$ cat src/rtl/pipeline_pkg.sv
// Shared pipeline definitions: 2-bit branch counter encodings, counter reset
// value and the default PC width.
package pipeline_pkg;

  localparam int unsigned PC_W_DEF = 8;

  // 2-bit saturating branch counter; the MSB is the taken prediction
  typedef enum logic [1:0] {
    SNT = 2'b00,
    WNT = 2'b01,
    WT  = 2'b10,
    ST  = 2'b11
  } bht_cnt_e;

  localparam bht_cnt_e BHT_RESET = WNT;

endpackage

$ cat src/rtl/bht_2bit.sv
// Branch history table of 2-bit saturating counters.
// Ports:
//   clk, reset    clock, asynchronous active-low reset (all entries -> WNT)
//   rd_idx        lookup index
//   rd_taken_c    combinational prediction (counter MSB), no bypass of a same-cycle update
//   upd_en        apply an update at the next rising edge
//   upd_idx       index to update
//   upd_taken     resolved outcome; counter steps one toward it, saturating
module bht_2bit
  import pipeline_pkg::*;
#(
  parameter int unsigned DEPTH = 64,
  parameter int unsigned IDX_W = $clog2(DEPTH)
) (
  input  logic             clk,
  input  logic             reset,
  input  logic [IDX_W-1:0] rd_idx,
  output logic             rd_taken_c,
  input  logic             upd_en,
  input  logic [IDX_W-1:0] upd_idx,
  input  logic             upd_taken
);

  logic [1:0] cnt_q [DEPTH];
  logic [1:0] cur_cnt;
  logic [1:0] nxt_cnt;

  assign rd_taken_c = cnt_q[rd_idx][1];

  // Saturating step toward the resolved outcome
  always_comb begin
    cur_cnt = cnt_q[upd_idx];
    nxt_cnt = cur_cnt;
    if (upd_taken) begin
      if (cur_cnt != ST) nxt_cnt = cur_cnt + 2'd1;
    end else begin
      if (cur_cnt != SNT) nxt_cnt = cur_cnt - 2'd1;
    end
  end

  always_ff @(posedge clk or negedge reset) begin
    if (!reset) begin
      for (int i = 0; i < int'(DEPTH); i++) cnt_q[i] <= BHT_RESET;
    end else if (upd_en) begin
      cnt_q[upd_idx] <= nxt_cnt;
    end
  end

endmodule

$ cat src/rtl/ex_branch_predict_unit.sv
// EX-stage branch prediction unit: BHT lookup for fetch, mispredict detection,
// redirect generation, post-flush bubble suppression and resolve statistics.
// Ports:
//   clk, reset                       clock, asynchronous active-low reset
//   pc_F / predict_F                 fetch lookup and its combinational prediction
//   branch_EX, pc_EX, pcBranch_EX,   EX-stage branch, its PC, target and
//   pcPlus2_EX                       fall-through address
//   prediction_EX, taken_EX          prediction carried along and resolved outcome
//   stall_EX                         EX held: no state change, no flush
//   flush_EX / redirect_pc           combinational mispredict flush and corrected PC
//   branch_cnt, mispredict_cnt       saturating resolve / mispredict counters
module ex_branch_predict_unit
  import pipeline_pkg::*;
#(
  parameter int unsigned PC_W      = PC_W_DEF,
  parameter int unsigned BHT_DEPTH = 64,
  parameter int unsigned STAT_W    = 16
) (
  input  logic              clk,
  input  logic              reset,
  input  logic [PC_W-1:0]   pc_F,
  output logic              predict_F,
  input  logic              branch_EX,
  input  logic [PC_W-1:0]   pc_EX,
  input  logic [PC_W-1:0]   pcBranch_EX,
  input  logic [PC_W-1:0]   pcPlus2_EX,
  input  logic              prediction_EX,
  input  logic              taken_EX,
  input  logic              stall_EX,
  output logic              flush_EX,
  output logic [PC_W-1:0]   redirect_pc,
  output logic [STAT_W-1:0] branch_cnt,
  output logic [STAT_W-1:0] mispredict_cnt
);

  localparam int unsigned IDX_W = $clog2(BHT_DEPTH);

  logic flush_q;
  logic resolve_c;
  logic mispredict_c;
  logic unused_pc_bits;

  // Upper PC bits do not take part in indexing
  assign unused_pc_bits = ^{pc_F[PC_W-1:IDX_W], pc_EX[PC_W-1:IDX_W]};

  // A branch resolves only when EX advances and is not the bubble behind a flush;
  // gating by reset keeps flush_EX low while the block is held in reset
  assign resolve_c    = reset & branch_EX & ~stall_EX & ~flush_q;
  assign mispredict_c = resolve_c & (prediction_EX != taken_EX);
  assign flush_EX     = mispredict_c;
  assign redirect_pc  = flush_EX ? (taken_EX ? pcBranch_EX : pcPlus2_EX) : '0;

  bht_2bit #(
    .DEPTH (BHT_DEPTH),
    .IDX_W (IDX_W)
  ) u_bht (
    .clk        (clk),
    .reset      (reset),
    .rd_idx     (pc_F[IDX_W-1:0]),
    .rd_taken_c (predict_F),
    .upd_en     (resolve_c),
    .upd_idx    (pc_EX[IDX_W-1:0]),
    .upd_taken  (taken_EX)
  );

  // Remember a flush so the following bubble cycle cannot resolve
  always_ff @(posedge clk or negedge reset) begin
    if (!reset) flush_q <= 1'b0;
    else if (!stall_EX) flush_q <= flush_EX;
  end

  // Saturating statistics
  always_ff @(posedge clk or negedge reset) begin
    if (!reset) begin
      branch_cnt     <= '0;
      mispredict_cnt <= '0;
    end else begin
      if (resolve_c && (branch_cnt != '1)) branch_cnt <= branch_cnt + STAT_W'(1);
      if (mispredict_c && (mispredict_cnt != '1)) mispredict_cnt <= mispredict_cnt + STAT_W'(1);
    end
  end

endmodule

$ cat config.mk
export PLATFORM = sky130hd
export DESIGN_NAME = ex_branch_predict_unit
export DESIGN_NICKNAME = d
export VERILOG_FILES = /design/src/rtl/pipeline_pkg.sv /design/src/rtl/bht_2bit.sv /design/src/rtl/ex_branch_predict_unit.sv
export SDC_FILE = /design/constraint.sdc
export NUM_CORES = 1
export LEC_CHECK = 0
export ABC_AREA = 0
export CORE_ASPECT_RATIO = 1.25
export CORE_MARGIN = 2
export CORE_UTILIZATION = 60
export DETAILED_ROUTE_END_ITERATION = 10
export DONT_BUFFER_PORTS = 1
export PLACE_DENSITY_LB_ADDON = 0.1
export SLEW_MARGIN = 40
export SYNTH_ARGS = -nofsm -noshare
export SYNTH_HDL_FRONTEND = slang
export SYNTH_HIERARCHICAL = 1
export SYNTH_SLANG_ARGS = --single-unit
$ cat constraint.sdc
create_clock -name clk -period 7.8 [get_ports clk]
set_clock_uncertainty 0.2 [all_clocks]
set_input_delay 1.56 -clock clk [delete_from_list [all_inputs] [get_ports clk]]
set_output_delay 1.56 -clock clk [all_outputs]
set_load 0.02 [all_outputs]
# Yosys cells after proc, flatten, opt, wreduce, memory -nomap -nowiden
# Cells that the tools add are included.
# Widths: inputs -> output; s select.
[totals]
wordCells = 104
register_bits = 161
in_bits = 38
out_inout_bits = 42
[classes]
addsub = 4
n_bitwise = 8
magnitude_cmp = 3
n_eq_ne = 4
muxes = 14
n_reduce_logical = 4
[op_table]
columns = ["operator", "n"]
rows = [
  ["$bwmux 128", 1],
  ["$add 16x1->16 const B", 2],
  ["$ne 16x16->1 const B", 2],
  ["$bmux 2 s6", 2],
  ["$mux 2", 8],
  ["$mux 8", 2],
  ["$ge 7x7->1 const B", 2],
  ["$not 6->7", 2],
  ["$demux 2 s6", 1],
  ["$lt 7x1->1 const B", 1],
  ["$and 1x1->1", 4],
  ["$logic_and 1x1->1", 3],
  ["$add 2x1->2 const B", 1],
  ["$ne 2x2->1 const B", 1],
  ["$not 1->1", 2],
  ["$reduce_bool 2->1", 1],
  ["$sub 2x1->2 const B", 1],
  ["$ne 1x1->1", 1],
]

# Logic depth before layout (Yosys ltp)
[depth]
ltp_word = 8
depth_mapped = 11
depth_no_buf = 7

# Modules after synthesis
# The synthesis kept the hierarchy.
[modules_own_cells]
columns = ["module", "area_per_inst_um2", "cells_per_inst", "instances", "seq_area_each_um2"]
rows = [
  ["bht_2bit", 6950.4, 659, 1, 3283.1],
  ["ex_branch_predict_unit", 1788.0, 169, 1, 825.8],
]

# Least setup slack after synthesis
# Ideal clock, no wire load.
[synth_path]
kind = "in2out"
from = "input pc_F[0]"
to = "output predict_F"
path_stages = 5
path_slack_ns = 2.244
arrival_ns = 3.796
cell_sequence = "clkbuf_1 buf_2 mux4_2 mux4_2 mux4_2"
[synth_via]
elab_chain_len = 4
[synth_rtl]
columns = ["item", "line_no", "source"]
rows = [
  ["start: declaration", "ex_branch_predict_unit.sv:21", "input logic [PC_W-1:0] pc_F,"],
  ["$not 6->7 (implied by the code)", "bht_2bit.sv:28", "assign rd_taken_c = cnt_q[rd_idx][1];"],
  ["$bmux 2 s6", "bht_2bit.sv:28", ""],
  ["$mux 2 (implied by the code) (2 in a row)", "bht_2bit.sv:28", ""],
  ["end: declaration", "ex_branch_predict_unit.sv:22", "output logic predict_F,"],
]
# Every way passes these cells. The select of a mux whose other input is x is not followed.

# Final worst setup path
# Ends and elaborated chain as after synthesis.

==> impl_metrics.csv <==
group,metric,value,unit
worst_setup_path,crit_required,6.04,ns
worst_setup_path,reg2reg_slack,4.26,ns
min_path,hold_class,"flop to flop",
grt,grt_max_degree,163,
clocking,h-tree-depth,4,
synthesis,synthTopCellsByCount,"nand2_1, dfrtp_1, dfstp_2",
final_layout,nNetsFinal,847,
worst_setup_path,startpoint_type,"input pin",
power,p_per_area,214,nW/um^2
synthesis,ys_seq_elements,161,
power,ir_worst_vdd,0.174,mV
run_status,status,"finished, final reports clean",
grt,grt_pass1_vias,6322,
min_path,hold_depth,2,
min_path,hold_path_end,"u_bht/cnt_q[106]",
clocking,cts_resized,0,
drt,via_per_inst,6.31,
synthesis,synth_area_leaders,"dfrtp_1, dfstp_2, nand2_1, mux4_2, o21ai_2",
die,ioPinCount,80,
synthesis,synth_largest_type_area_fraction,27.8,%
place,port_buffers,0,
clocking,cts_setup_buffers,0,
timing,slew_viol_final,0,
clocking,clkTransAtPathRegs,0.06,ns
synthesis,synth-edff-count,0,
flow_run,drv_cap,0,
timing,tns,0,ns
timing,rsz0062_at_grt,"no",
drt,drc,0,
grt,grt_util_met1,35.8,%
drt,drt_iter0_drc,690,
clocking,cts_inserted_buffers,17,
synthesis,yosysSeqAreaShare,47.0,%
drt,wl,20600,um
timing,max_freq,204,MHz
timing,setup_viol,0,
final_layout,drive_above_1_share,28.2,%
place,place_congestion,0.882,
synthesis,synthDistinctLibCells,65,
synthesis,synth_most_common_cell,"nand2_1",
grt,grt_pass1_wl,33600,um
die,start_util,60.9,%
synthesis,synthArstFlopShare,100,%
worst_setup_path,endpoint_kind,"output port",
drt,wl_per_cell,20.7,um
clocking,clk_latency,0.42,ns
grt,gr-total-overflow,0,
die,die_h,139,um
synthesis,synth.avg_cell_area,10.6,um^2
worst_setup_path,r2r_cells,8,
min_path,min_from,"u_bht/cnt_q[106]",
worst_setup_path,rr_endpoint,"u_bht/cnt_q[60]",
clocking,cts_root_buffer,"clkbuf_16",
final_layout,num_antenna_cells,0,
clocking,cts-hold-fix-buffers,0,
synthesis,postSynthCellCount,828,
die,die_area,15600,um^2
worst_setup_path,critical_path_class,"input pin to output port",
timing,worst_pin_slew,0.691,ns
grt,globalRouteMet3Util,6.60,%
drt,drt_pass1_iterations,5,
power,p_leak,3.79,nW
grt,globalRoute.busiestLayer,"met2",
drt,ant_nets,0,
timing,finalCriticalPeriod,4.90,ns
die,core,14300,um^2
clocking,cts_tree,"done",
worst_setup_path,critical_path.reg2reg.startpoint,"u_bht/cnt_q[55]",
place,hpwlAfterDp,13700,um
synthesis,ys.flop_type,"dfrtp_1",
synthesis,synthesis.area,8740,um^2
grt,use_met2,46.2,%
synthesis,synth_top_area_cell,"dfrtp_1",
die,rows,49,
final_layout,fin_util,65.2,%
worst_setup_path,crit_fanout,16,
timing,finalHoldViolations,0,
final_layout,syn2layout_area_growth,7.04,%
timing,slew_headroom,53.9,%
die,fp.dieW,112,um
worst_setup_path,cp.arrival,3.14,ns
clocking,clock_sinks,161,
drt,via_count,6299,
grt,track_usage,27.9,%
timing,fin_crit_sh,62.8,%
synthesis,synth_nets,868,
grt,antenna_found_initial,0,
synthesis,yosysWarningCount,6,
clocking,cts_buffer_depth,2,
==> power by group <==
group | internal, mW | switching (mW)
sequential | 0.897 | 0.0773
clock | 0.542 | 0.332
combinational | 0.0716 | 0.0847
==> cells by family (layout without fill, tap and decap cells) <==
group | after synthesis | count (layout) | synth area share, %
AOI/OAI and AO/OA | 175 | 175 | 13.8
xor gates and xnor gates | 26 | 26 | 2.61
adders and majority gates | 4 | 4 | 0.573
buffers and inverters | 50 | 42 | 3.79
DFF | 161 | 161 | 47.0
muxes | 71 | 71 | 13.8
and+or+nand+nor | 341 | 341 | 18.4
==> metrics by stage <==
step	hold WS (ns)	cell area (um^2)	worst slack (ns)	power [mW]	instances
finish	0.268	9350	2.90	2.00	998
global route	0.279	9350	2.89	2.08	998
CTS	0.270	9350	2.90	2.02	998
detailed placement	0.261	8720	2.90	1.14	966
global placement	0.258	8690	2.92	1.13	966
floorplan	0.242	8740	2.24	1.13	828
==> flip-flops by register name, summed over array words and instances (netlist names) <==
register	count
flush_q	1
mispredict_cnt	16
branch_cnt	16
u_bht/cnt_q	128
==> final cells by class <==
cell class	instances	area, um^2
Tap cell	178	223
Multi-Input combinational cell	617	4350
Inverter	7	26.3
Timing Repair Buffer	3	22.5
Clock inverter	14	189
Fill cell	1112	4990
Sequential cell	161	4110
Clock buffer	18	439
==> how the worst max path moves through the flow <==
stage / from / endpoint / slack [ns]
after floorplan: pc_F[0] / predict_F / 2.24
after global placement: pc_F[0] / predict_F / 2.92
after detailed placement: pc_F[0] / predict_F / 2.90
after CTS: pc_F[0] / predict_F / 2.90
after global routing: pc_F[0] / predict_F / 2.89
final: pc_F[0] / predict_F / 2.90
==> layout by cell type, fill, tap and decap left out, types with 7 or more instances in the layout <==
master and n:
clkbuf_16 17, dfstp_2 64, nand4_1 9, and3_1 9, nand2b_1 7, dfrtp_1 97, mux2i_1 22, xor2_1 26
o21ai_1 60, nand3_1 13, nor3_1 14, mux4_2 33, nor2_2 7, nand2_1 224, inv_1 7, nor2_1 15
mux2_2 11, o21ai_0 13, o21ai_2 60
==> critical path, stage by stage <==
cell    delay [ns]
mux4_2        0.50
mux4_2        0.52
mux4_2        0.55
==> metal layers <==
metal,vias up,routed length [um]
met5,-,0
met4,0,542
met3,37,1210
met2,211,10500
met1,3110,8420
li1,2941,-
No activity file was read; power rests on OpenSTA's default activity.
